## src/rtl/pingpong_pkg.sv

```systemverilog
// Shared types and default geometry for the ping-pong buffer scheduler.
package pingpong_pkg;
   localparam int DEF_DEPTH = 8;
   localparam int DEF_ADDRW = 3;
   localparam int DEF_LANES = 4;
   localparam int SELW      = 3;

   typedef enum logic [2:0] {
      ST_IDLE,
      ST_FILL,
      ST_PINGPONG,
      ST_DRAIN,
      ST_DONE
   } state_t;
endpackage

```

## src/rtl/pingpong_sched_bank_counter.sv

```systemverilog
// Wrapping up-counter with synchronous clear; term flags the last value.
module bank_counter #(
   parameter int W    = 3,
   parameter int LAST = 7
) (
   input  logic         clk,
   input  logic         rst_n,
   input  logic         en,
   input  logic         clr,
   output logic [W-1:0] count,
   output logic         term
);
   localparam logic [W-1:0] LAST_V = W'(LAST);

   assign term = (count == LAST_V);

   always_ff @(posedge clk or negedge rst_n) begin
      if (!rst_n)
         count <= '0;
      else if (clr)
         count <= '0;
      else if (en)
         count <= term ? '0 : count + W'(1);
   end
endmodule

```

## src/rtl/pingpong_sched.sv

```systemverilog
// Ping-pong A/B bank scheduler: write-bank fill, lane-steered read drain, swap.
// state    | meaning
// IDLE     | waiting for start & lock
// FILL     | first bank filling, nothing to read yet
// PINGPONG | writing one bank while draining the other
// DRAIN    | stop seen: draining the last full bank, write side idle
// DONE     | one-cycle completion pulse
module pingpong_sched
   import pingpong_pkg::*;
#(
   parameter int DEPTH = DEF_DEPTH,
   parameter int ADDRW = DEF_ADDRW,
   parameter int LANES = DEF_LANES
) (
   input  logic             clk,
   input  logic             resetn,
   input  logic             start,
   input  logic             lock,
   input  logic             stop,
   input  logic             wrvalid,
   input  logic             rdready,
   output logic             wa,
   output logic             ena,
   output logic             enb,
   output logic             enwr,
   output logic             enrd,
   output logic [ADDRW-1:0] wraddr,
   output logic [ADDRW-1:0] rdaddr,
   output logic [SELW-1:0]  selectline,
   output logic             ensteer,
   output logic             resetaddr,
   output logic             complete
);
   state_t state, state_nx;
   logic   wrfull, rdempty, stop_q;
   logic   swap, go, clr;
   logic   wr_phase, rd_phase;
   logic   wr_tc, rd_tc, sel_tc;

   assign wr_phase = (state == ST_FILL) || (state == ST_PINGPONG);
   assign rd_phase = (state == ST_PINGPONG) || (state == ST_DRAIN);

   assign enwr    = lock & wrvalid & ~wrfull & wr_phase;
   assign ensteer = lock & rdready & ~rdempty & rd_phase;
   assign enrd    = ensteer & (selectline == '0);
   assign ena     = wa ? enwr : enrd;
   assign enb     = wa ? enrd : enwr;
   assign clr     = swap | go;

   bank_counter #(.W(ADDRW), .LAST(DEPTH-1)) u_wr_cnt (
      .clk(clk), .rst_n(resetn), .en(enwr), .clr(clr),
      .count(wraddr), .term(wr_tc)
   );

   bank_counter #(.W(ADDRW), .LAST(DEPTH-1)) u_rd_cnt (
      .clk(clk), .rst_n(resetn), .en(ensteer & sel_tc), .clr(clr),
      .count(rdaddr), .term(rd_tc)
   );

   bank_counter #(.W(SELW), .LAST(LANES-1)) u_sel_cnt (
      .clk(clk), .rst_n(resetn), .en(ensteer), .clr(clr),
      .count(selectline), .term(sel_tc)
   );

   // DONE always falls back to IDLE so complete can never stretch past one cycle.
   always_comb begin
      state_nx = state;
      swap     = 1'b0;
      go       = 1'b0;
      case (state)
         ST_IDLE: begin
            if (lock && start) begin
               go       = 1'b1;
               state_nx = ST_FILL;
            end
         end
         ST_FILL: begin
            if (lock && wrfull) begin
               swap     = 1'b1;
               state_nx = stop_q ? ST_DRAIN : ST_PINGPONG;
            end
         end
         ST_PINGPONG: begin
            if (lock && wrfull && rdempty) begin
               swap     = 1'b1;
               state_nx = stop_q ? ST_DRAIN : ST_PINGPONG;
            end
         end
         ST_DRAIN: begin
            if (lock && rdempty)
               state_nx = ST_DONE;
         end
         ST_DONE:  state_nx = ST_IDLE;
         default:  state_nx = ST_IDLE;
      endcase
   end

   always_ff @(posedge clk or negedge resetn) begin
      if (!resetn) begin
         state     <= ST_IDLE;
         wa        <= 1'b1;
         wrfull    <= 1'b0;
         rdempty   <= 1'b0;
         stop_q    <= 1'b0;
         resetaddr <= 1'b0;
         complete  <= 1'b0;
      end else begin
         state     <= state_nx;
         resetaddr <= swap;
         complete  <= lock & rdempty & (state == ST_DRAIN);
         if (swap)
            wa <= ~wa;
         if (clr)
            wrfull <= 1'b0;
         else if (enwr && wr_tc)
            wrfull <= 1'b1;
         if (clr)
            rdempty <= 1'b0;
         else if (ensteer && sel_tc && rd_tc)
            rdempty <= 1'b1;
         if (state == ST_IDLE)
            stop_q <= 1'b0;
         else if (lock && stop)
            stop_q <= 1'b1;
      end
   end
endmodule

```

## config.mk

```make
export PLATFORM = sky130hd
export DESIGN_NAME = pingpong_sched
export DESIGN_NICKNAME = d
export VERILOG_FILES = /design/src/rtl/pingpong_pkg.sv /design/src/rtl/pingpong_sched_bank_counter.sv /design/src/rtl/pingpong_sched.sv
export SDC_FILE = /design/constraint.sdc
export NUM_CORES = 1
export LEC_CHECK = 0
export ABC_AREA = 1
export ABC_CLOCK_PERIOD_IN_PS = 1200
export BUFFER_PORTS_ARGS = -buffer_cell sky130_fd_sc_hd__buf_2
export CELL_PAD_IN_SITES_DETAIL_PLACEMENT = 0
export CELL_PAD_IN_SITES_GLOBAL_PLACEMENT = 1
export CORE_UTILIZATION = 35
export CTS_CLUSTER_DIAMETER = 100
export DETAILED_ROUTE_END_ITERATION = 16
export GPL_TIMING_DRIVEN = 0
export PLACE_DENSITY = 0.81
export SLEW_MARGIN = 30
export SYNTH_ARGS = -nofsm -noshare
export SYNTH_HDL_FRONTEND = slang
export SYNTH_SLANG_ARGS = --single-unit
```

## constraint.sdc

```tcl
create_clock -name clk -period 1.2 [get_ports clk]
set_input_delay 0.24 -clock clk [delete_from_list [all_inputs] [get_ports clk]]
set_output_delay 0.24 -clock clk [all_outputs]
set_load 0.02 [all_outputs]
```

After elaboration in Yosys (flattened, before gate mapping). Cells that the tools add are included.

Memory bits (writable): 0. Input bits: 7. Memories kept: 0. Bits in latches: 0. Word-level logic and storage cells: 84. Register bits after elaboration: 18. ROM bits: 0.

Multiplexer cells: 28. Multiply operators: 0. $lt $le $gt $ge: 0. Reductions and logical operators: 19. Shifts and indexed selects: 0. Div/mod/pow operators: 0. Equal/unequal tests: 10. Bitwise logic cells: 14. $add $sub $neg: 3.

Operators with widths (number): two-way mux 3 bit (13); two-way mux 1 bit (13); case mux 3 bit (4 select lines) (1); nonzero test 2 bit (6); bitwise AND 1 bit (10); adder 3 x 1 -> 3 bit, second input constant (3); == test 3 x 2 -> 1 bit, second input constant (3); logical AND 1 bit (8); == test 3 bit, second input constant (2); logical NOT 3 bit (2); != test 2 x 1 -> 1 bit, second input constant (2); != test 2 bit, second input constant (2); AND reduction 4 bit (1); == test 3 x 1 -> 1 bit, second input constant (1); inverter 1 bit (3); logical OR 1 bit (2); case mux 1 bit (2 select lines) (1); bitwise OR 1 bit (1).

Longest topological paths before layout. Gate-level depths: netlist (run 1).

Word-level depth: 7. Gate-level depth with buffers: 7. Gate-level depth less buffers: 7.

Hierarchy. A second synthesis (run 1) with hierarchy kept.

Cell total of the unflattened synthesis: 135. Area, all modules: 1051.0 um^2.

Modules (own cells, without submodules): pingpong_sched (sequential area each 226.5 um^2, cells each 78, times used 1, area each 586.8 um^2); bank_counter (u_sel_cnt) (sequential area each 75.1 um^2, cells each 21, times used 1, area each 157.7 um^2); bank_counter (u_rd_cnt) (sequential area each 75.1 um^2, cells each 19, times used 1, area each 155.1 um^2); bank_counter (u_wr_cnt) (sequential area each 75.1 um^2, cells each 17, times used 1, area each 151.4 um^2).

Worst setup path after synthesis (run 1). Ideal clock, no wire load.

Path type: flip-flop to output port. Start: reg u_sel_cnt.count[0]. End: out enb. Required time: 0.960 ns. Data arrival time: 1.394 ns. Slack: -0.434 ns. Stages on the path, launching flop included: 7. Path through: dfrtp_1 > inv_1 > ha_1 > nand2_1 > nor2_1 > nand2_1 > o21ai_0.

Longest elaborated chain between the ends: 3.

RTL lines: start, declared (RTL line pingpong_sched_bank_counter.sv:10) `output logic [W-1:0] count,`; start signal, assigned (RTL line pingpong_sched_bank_counter.sv:23) `count <= term ? '0 : count + W'(1);`; logical NOT 3 bit (RTL line pingpong_sched.sv:45) `assign enrd = ensteer & (selectline == '0);`; bitwise AND 1 bit (RTL line pingpong_sched.sv:45); net enrd (RTL line pingpong_sched.sv:26) `output logic enrd,`; two-way mux 1 bit (RTL line pingpong_sched.sv:47) `assign enb = wa ? enrd : enwr;`; end, declared (RTL line pingpong_sched.sv:24) `output logic enb,`.

The timed path passes the listed nets, and every way through them passes these cells.

Final worst setup path (run 1).
Start: reg state[2]. End: out ena.

Longest elaborated chain between the ends: 5. Elaborated cells between the ends (all ways): 9.

RTL lines: start, declared (RTL line pingpong_sched.sv:34) `state_t state, state_nx;`; start signal, assigned (RTL line pingpong_sched.sv:108) `state <= state_nx;`; == test 3 x 2 -> 1 bit (on tied branches) (RTL line pingpong_sched.sv:40, pingpong_sched.sv:41); logical OR 1 bit (RTL line pingpong_sched.sv:41) `assign rd_phase = (state == ST_PINGPONG) || (state == ST_DRAIN);`; bitwise AND 1 bit (RTL line pingpong_sched.sv:44) `assign ensteer = lock & rdready & ~rdempty & rd_phase;`; bitwise AND 1 bit (RTL line pingpong_sched.sv:45); two-way mux 1 bit * (RTL line pingpong_sched.sv:46) `assign ena = wa ? enwr : enrd;`; end, declared (RTL line pingpong_sched.sv:23) `output logic ena,`.

Every way passes the cells marked *; elsewhere a longest branch is shown, timed or not.

==> results of run 1 <==
## worst max-delay path, stage by stage (launching register included)
cell	delay (ns)
dfrtp_2	0.47
nor2_4	0.15
nand2_4	0.07
nand2_4	0.07
nand2_4	0.07
inv_4	0.07
nand2_4	0.04
o31ai_4	0.05
buf_6	0.14
## area by class of cell
cell class | instances | area [um^2] | area share [%]
Multi-Input combinational cell | 90 | 721 | 42.6
Tap cell | 31 | 38.8 | 2.29
Clock buffer | 4 | 36.3 | 2.15
Sequential cell | 18 | 460 | 27.2
Inverter | 17 | 71.3 | 4.22
Timing Repair Buffer | 46 | 355 | 21.0
Buffer | 1 | 7.51 | 0.444
## per-stage QoR
stage | TNS (ns) | hold WS [ns] | cell area (um^2) | util [%] | total power (W)
5_1_grt | -5.16 | 0.278 | 1690 | 60.3 | 0.00353
3_5_place_dp | -1.56 | 0.200 | 1280 | 45.7 | 0.00215
4_1_cts | -2.98 | 0.256 | 1550 | 55.2 | 0.00303
3_3_place_gp | -1.35 | 0.195 | 1280 | 45.7 | 0.00210
6_report | -3.99 | 0.262 | 1690 | 60.3 | 0.00328
2_1_floorplan | -0.303 | -0.0556 | 1130 | - | 0.00186
## cell usage after synthesis (3+ instances only)
library cell  number
nor2_4             3
dfrtp_1           17
nor2_1            12
nand3_1           11
nand3_2            3
nand2_2            4
nand2_1           29
o21ai_0            6
a21oi_2            4
inv_1             15
ha_1               6
nor2_2             3
## where the power goes
group	switching, W	internal, W	total, W
registers	0.000170	0.000778	0.000949
logic	0.00102	0.000934	0.00195
clock network	0.000196	0.000185	0.000381
## flip-flops by register name, indices dropped and copies added, names as in the netlist
register	flops
u_sel_cnt.count	3
stop_q	1
wrfull	1
wa	1
state	3
u_rd_cnt.count	3
rdempty	1
complete	1
resetaddr	1
u_wr_cnt.count	3
## path summary, 6_finish.rpt
path / from / to / cells after the start
max: state[2] / ena / 8
min in group asynchronous: resetn / stop_q / 2
min reg2reg: stop_q / stop_q / 2
max reg2reg: state[2] / u_wr_cnt.count[1] / 7
max in group asynchronous: resetn / wa / 2
min: stop / stop_q / 5
## per-layer routing
layer | up-vias | part of all wire (%) | track usage, %
met5 | - | 0 | 0
met4 | 0 | 0.95 | 3.14
met3 | 4 | 3.8 | 2.04
met2 | 25 | 52 | 30.8
met1 | 475 | 43 | 20.5
li1 | 503 | - | -
## logic make-up (layout without fill, tap and decap cells)
| logic type | after synthesis | in the layout | share of synthesized area, % |
|---|---|---|---|
| and+or+nand+nor | 70 | 71 | 35.1 |
| adders and majority gates | 6 | 6 | 7.08 |
| DFF | 18 | 18 | 42.6 |
| xor gates and xnor gates | 2 | 2 | 1.65 |
| buffers and inverters | 18 | 68 | 6.72 |
| AOI/OAI and AO/OA | 11 | 11 | 6.84 |
## what timing repair did
| action | CTS | global route |
|---|---|---|
| gates cloned | 0 | 1 |
| endpoints found under the hold margin | 17 | 0 |
| pin swaps | 9 | 14 |
| gates resized for setup | 34 | 19 |
| hold buffers | 1 | 0 |
| buffers inserted | 13 | 13 |
| endpoints found under the setup margin | 19 | 24 |
==> flow_summary.ini, run 1 <==
[run_status]
status = finished with violations
violations = DRC, setup timing

[cts]
h-tree-depth = 1
cts_sinks = 18
path_clk_slew_ns = 0.11
clockBufferDepth = 2
cts_tree = yes
clk_latency_ns = 0.30
cts_root_buf = clkbuf_4
cts_buffers = 3

[die]
die_x_um = 57.1
dieArea_mm2 = 0.00326
rows = 19
die_h_um = 57.1
core-area_mm2 = 0.00281
start_util_pct = 37.8
ios = 24

[placement]
portBuffers = 22
placed_cells = 178
dp_slack_ns = -0.349
place_congestion = 0.755
hpwl_um = 1630

[sta]
hold_viol = 0
rsz0062_at_grt = true
slew_violations = 0
relSlewSlack_pct = 72.9
finalWorstSetupSlack_ns = -0.481
max_freq_mhz = 595
max_slew.worst_pin.slew_ns = 0.406
finalSetupViolations = 23
skew_ns = 0.00282
min_period_ns = 1.68
period_share_pct = 140

[yosys]
synth_edf_count = 0
syn_avg_cell_area_um2 = 8.49
synth_top_area_cell = dfrtp_1
yosys_warnings = 0
syn_nets = 138
synthTopCellsByArea = dfrtp_1 40%, nand2_1 10%, ha_1 7.1%
ys_ff_latch = 18
syn-instance-count = 125
ys_seq_area_share_pct = 42.6
netlist_area_mm2 = 0.00106
ys_async_sr_fraction_pct = 100
synth_top_area_share_pct = 40.1
synthFlopType = dfrtp_1
ys_types = 22

[critical_path]
crit_required_ns = 0.96
path_max_fanout = 3
worstSetupEndpointType = output pin
start_kind = flop
worstPathArrival_ns = 1.44
criticalPathCategory = reg2out
r2r_setup_slack_ns = -0.15

[power]
leakagePower_nw = 0.893
p_per_area_mw_per_mm2 = 1940
ir_drop_mv = 0.780

[global_route]
grt_usage_pct = 16.5
grt_pass1_vias = 1000
grt.overflow.total = 0
grt_max_degree = 19
antenna_found_initial = 0
grt_pass1_wl_um = 4240

[finish]
nFillCells = 250
final_nets = 190
drive_above_1_share_pct = 60.8
n_antenna_cell = 0
final_common_cell = nand2_1
syn2layout_area_growth_pct = 59.3
stdcell_count = 207
final_cell_mix = 21 x nand2_1, 19 x buf_4, 15 x buf_2

[route]
wl_per_cell_um = 12.2
routed_wirelength_um = 2530
drt_iter0_drc = 17
drc_errors = 3
drtPass1Iterations = 10
vias = 1007
postRouteAntennaNets = 0
viasPerCell = 4.86

[hold_path]
hold_class = in2reg

[job]
maxCapViolCount = 0
Power figures use the tool's default switching activity.
==> inputs of run 2 (changes only) <==
==> constraint.sdc (replaced) <==
create_clock -name clk -period 1.2 [get_ports clk]
set_input_delay 0.24 -clock clk [delete_from_list [all_inputs] [get_ports clk]]
set_output_delay 0.24 -clock clk [all_outputs]
set_load 0.05 [all_outputs]
==> flow_summary.ini, run 2 (synthesis gave the netlist of run 1 again) <==
[run_status]
status = finished with violations
violations = DRC, setup timing

[cts]
h-tree-depth = 1
cts_buffers = 3
cts_tree = yes
clockBufferDepth = 2
path_clk_slew_ns = 0.10
clk_latency_ns = 0.29
cts_root_buf = clkbuf_4
cts_sinks = 18

[global_route]
antenna_found_initial = 0
grt_pass1_vias = 951
grt.overflow.total = 0
grt_max_degree = 19
grt_pass1_wl_um = 4220
grt_usage_pct = 16.2

[die]
start_util_pct = 37.8
core-area_mm2 = 0.00281
dieArea_mm2 = 0.00326
die_h_um = 57.1
ios = 24
rows = 19
die_x_um = 57.1

[sta]
skew_ns = 0.00282
max_slew.worst_pin.slew_ns = 0.406
finalWorstSetupSlack_ns = -0.551
finalSetupViolations = 22
period_share_pct = 146
min_period_ns = 1.75
slew_violations = 0
hold_viol = 0
max_freq_mhz = 571
rsz0062_at_grt = true
relSlewSlack_pct = 72.9

[placement]
hpwl_um = 1640
dp_slack_ns = -0.506
portBuffers = 22
place_congestion = 0.779

[finish]
fin_util_pct = 61.3
final_common_cell = nand2_1
final_cell_mix = 25 x nand2_1, 19 x buf_4, 12 x buf_6
drive_above_1_share_pct = 59.9
n_antenna_cell = 0
syn2layout_area_growth_pct = 62.0
final_nets = 186

[critical_path]
crit_required_ns = 0.96
criticalPathCategory = reg2out
critPathSlowestCell = dfrtp_2
path_delay_family = flip-flops
path_max_fanout = 3
worstPathArrival_ns = 1.51
max_stage_delay_ns = 0.47
cp_common_cell = nand2_4
path_cells = nor2_4 > nand2_4 > nand2_4 > nand2_4 > clkinvlp_4 > nand2_2 > o31ai_4 > buf_6
start_kind = flop
crit_buf_inv = 2
worstSetupEndpointType = output pin

[route]
routed_wirelength_um = 2510
drc_errors = 2
wl_per_cell_um = 12.4
postRouteAntennaNets = 0
drtPass1Iterations = 10
drt_iter0_drc = 12
vias = 973
viasPerCell = 4.79

[job]
maxCapViolCount = 0

[power]
ir_drop_mv = 0.760
leakagePower_nw = 0.854
p_per_area_mw_per_mm2 = 2080
power_w = 0.00358

[hold_path]
hold_class = in2reg
run 2: final cells by class:
class                      count  area (um^2)
tap                           31         38.8
buffer                         1         7.51
multi-input combinational     89          723
clock buffer                   4         26.3
inverter                      17         71.3
fill                         244         1090
sequential                    18          462
timing repair buffer          43          390
run 2: worst paths after layout:
check,startpoint,slack (ns),cells past startpoint,endpoint
setup / recovery,state[2],-0.55,8,ena
hold / removal,stop,0.26,5,stop_q
hold reg to reg,stop_q,0.52,2,stop_q
max in group asynchronous,resetn,0.47,2,wa
min in group asynchronous,resetn,0.40,2,stop_q
setup reg to reg,state[2],-0.18,8,u_wr_cnt.count[0]
run 2: metal layers:
metal	track usage, %	vias to the layer above	wire (um)
met5	0	-	0
met4	1.05	0	0
met3	2.04	0	73
met2	29.9	19	1310
met1	21.2	462	1130
li1	-	492	-
run 2: where the power goes:
group | leakage [nW] | internal (W) | total, W | switching, W
Sequential | 0.228 | 0.000778 | 0.000954 | 0.000176
Combinational | 0.611 | 0.00100 | 0.00231 | 0.00130
Clock | 0.0150 | 0.000129 | 0.000316 | 0.000187
run 2: metrics by stage:
step | instances | TNS (ns) | hold WS, ns | instance area (um^2)
2_1_floorplan | 125 | -1.53 | -0.0556 | 1180
3_3_place_gp | 178 | -2.03 | 0.193 | 1330
3_5_place_dp | 178 | -2.23 | 0.200 | 1330
4_1_cts | 197 | -2.72 | 0.248 | 1600
5_1_grt | 203 | -5.25 | 0.297 | 1720
6_report | 203 | -3.82 | 0.256 | 1720
run 2: worst register-to-register path: stages (launching register included):
cell and delay, ns:
dfrtp_2 0.47, nor2_4 0.15, nand2_4 0.07, buf_4 0.14
nor2_4 0.13, nor2_8 0.06, buf_6 0.14, nand3_2 0.06
nor2_1 0.05
run 2: what timing repair did:
item / CTS / global route
gates resized for setup: 35 / 21
pin swaps: 10 / 9
hold buffers: 1 / 0
endpoints found under the hold margin: 17 / 0
buffers inserted: 14 / 6
endpoints found under the setup margin: 26 / 27
==> inputs of run 3 (changes only) <==
RECOVER_POWER = 25   (was unset)
==> flow_summary.ini, run 3 (synthesis gave the netlist of run 1 again) <==
[die]
dieArea_mm2 = 0.00326
core-area_mm2 = 0.00281
ios = 24
die_x_um = 57.1
start_util_pct = 37.8
die_h_um = 57.1
rows = 19

[power]
intPower_w = 0.00191
p_switching_w = 0.00167
leakagePower_nw = 0.854
netSwitchingFraction_pct = 46.6
comb_power_share_pct = 64.5
p_clk_share_pct = 8.8
p_seq_share_pct = 26.7
p_per_area_mw_per_mm2 = 2080
ir_drop_mv = 0.760

[critical_path]
criticalPathCategory = reg2out
r2r_cells = 8
r2r_setup_slack_ns = -0.18
start_kind = flop
critPathSlowestCell = dfrtp_2
worstSetupEndpointType = output pin
worstReg2RegStart = state[2]
worstPathArrival_ns = 1.51
endpoint = ena
path_max_fanout = 3
cp_common_cell = nand2_4
reg2reg_to = u_wr_cnt.count[0]
cp-startpoint = state[2]
path_cells = nor2_4 > nand2_4 > nand2_4 > nand2_4 > clkinvlp_4 > nand2_2 > o31ai_4 > buf_6
crit_required_ns = 0.96
max_stage_delay_ns = 0.47

[finish]
final_common_cell = nand2_1
n_antenna_cell = 0
fin_util_pct = 61.3
drive_above_1_share_pct = 59.9
syn2layout_area_growth_pct = 62.0
stdcell_count = 203
final_cell_mix = 25 x nand2_1, 19 x buf_4, 12 x buf_6
nFillCells = 244
final_nets = 186

[sta]
max_slew.worst_pin.slew_ns = 0.452
finalSetupViolations = 22
max_freq_mhz = 571
period_share_pct = 146
finalWorstSetupSlack_ns = -0.551
min_period_ns = 1.75
relSlewSlack_pct = 69.9
skew_ns = 0.00286
rsz0062_at_grt = true
tns_ns = -3.82
hold_viol = 0
slew_violations = 0

[cts]
path_clk_slew_ns = 0.10
clk_latency_ns = 0.29
h-tree-depth = 1
cts_root_buf = clkbuf_4
clockBufferDepth = 2
cts_tree = yes
cts_sinks = 18
cts_buffers = 3

[placement]
portBuffers = 22
placed_cells = 178
hpwl_um = 1640
place_congestion = 0.779
dp_slack_ns = -0.506

[route]
routed_wirelength_um = 2510
vias = 973
viasPerCell = 4.79
drt_iter0_drc = 12
postRouteAntennaNets = 0
wl_per_cell_um = 12.4
drtPass1Iterations = 10
drc_errors = 2

[hold_path]
hold_class = in2reg

[global_route]
antenna_found_initial = 0
grt.overflow.total = 0
grt_max_degree = 19
grt_pass1_wl_um = 4220
grt_pass1_vias = 951
grt_usage_pct = 16.2

[run_status]
status = finished with violations
violations = DRC, setup timing

[job]
maxCapViolCount = 0
==> run 3: cell count changes in the layout (fill, tap and decap cells not counted), sizes merged <==
cell and change:
clkbuf +1, buf -1
==> run 3: worst max-delay path, delay by kind of cell (launching register included) <==
family | cells | cell delay [ns]
buf+inv | 2 | 0.27
flops | 1 | 0.47
simple gates | 5 | 0.42
compound gates | 1 | 0.06
==> run 3: stage by stage <==
stage          hold WS (ns)  total power, W  area (um^2)
6_report              0.256         0.00358         1720
5_1_grt               0.297         0.00383         1720
4_1_cts               0.248         0.00338         1600
3_5_place_dp          0.200         0.00254         1330
3_3_place_gp          0.193         0.00249         1330
2_1_floorplan       -0.0556         0.00223         1180
==> run 3: repair_timing <==
item / CTS / global route
cloned: 0 / 0
pin swaps: 10 / 9
hold buffers: 1 / 0
setup buffers: 14 / 6
setup endpoints to repair: 26 / 27
gates resized for setup: 35 / 21
hold endpoints to repair: 17 / 0
==> run 3: worst min path at each step <==
stage | to | depth (start not counted) | slack, ns | startpoint
after detailed placement | u_rd_cnt.count[2] | 1 | 0.20 | resetn
after CTS | stop_q | 5 | 0.25 | stop
final | stop_q | 5 | 0.26 | stop
after floorplan | complete | 0 | -0.06 | resetn
after global routing | state[2] | 3 | 0.30 | lock
after global placement | stop_q | 1 | 0.19 | resetn
==> run 3: power groups by stage <==
| stage | Sequential, W | Combinational (W) | Clock [W] |
|---|---|---|---|
| 2_1_floorplan | 0.00130 | 0.000935 | 0 |
| 3_5_place_dp | 0.000989 | 0.00155 | 0 |
| 3_3_place_gp | 0.000975 | 0.00152 | 0 |
| 6_report | 0.000954 | 0.00231 | 0.000316 |
| 5_1_grt | 0.000982 | 0.00248 | 0.000366 |
| 4_1_cts | 0.000949 | 0.00211 | 0.000327 |
==> run 3: area by class of cell <==
class	instances	area, um^2	share of cell area [%]
Multi-Input combinational cell	89	723	42.1
Clock buffer	4	26.3	1.53
Sequential cell	18	462	26.9
Tap cell	31	38.8	2.26
Inverter	17	71.3	4.15
Timing Repair Buffer	43	390	22.7
Buffer	1	7.51	0.437
==> run 3: layer usage <==
metal / part of all wire, % / track usage, % / vias up
li1: - / - / 492
met1: 45 / 21.2 / 462
met2: 52 / 29.9 / 19
met3: 2.9 / 2.04 / 0
met4: 0 / 1.05 / 0
met5: 0 / 0 / -
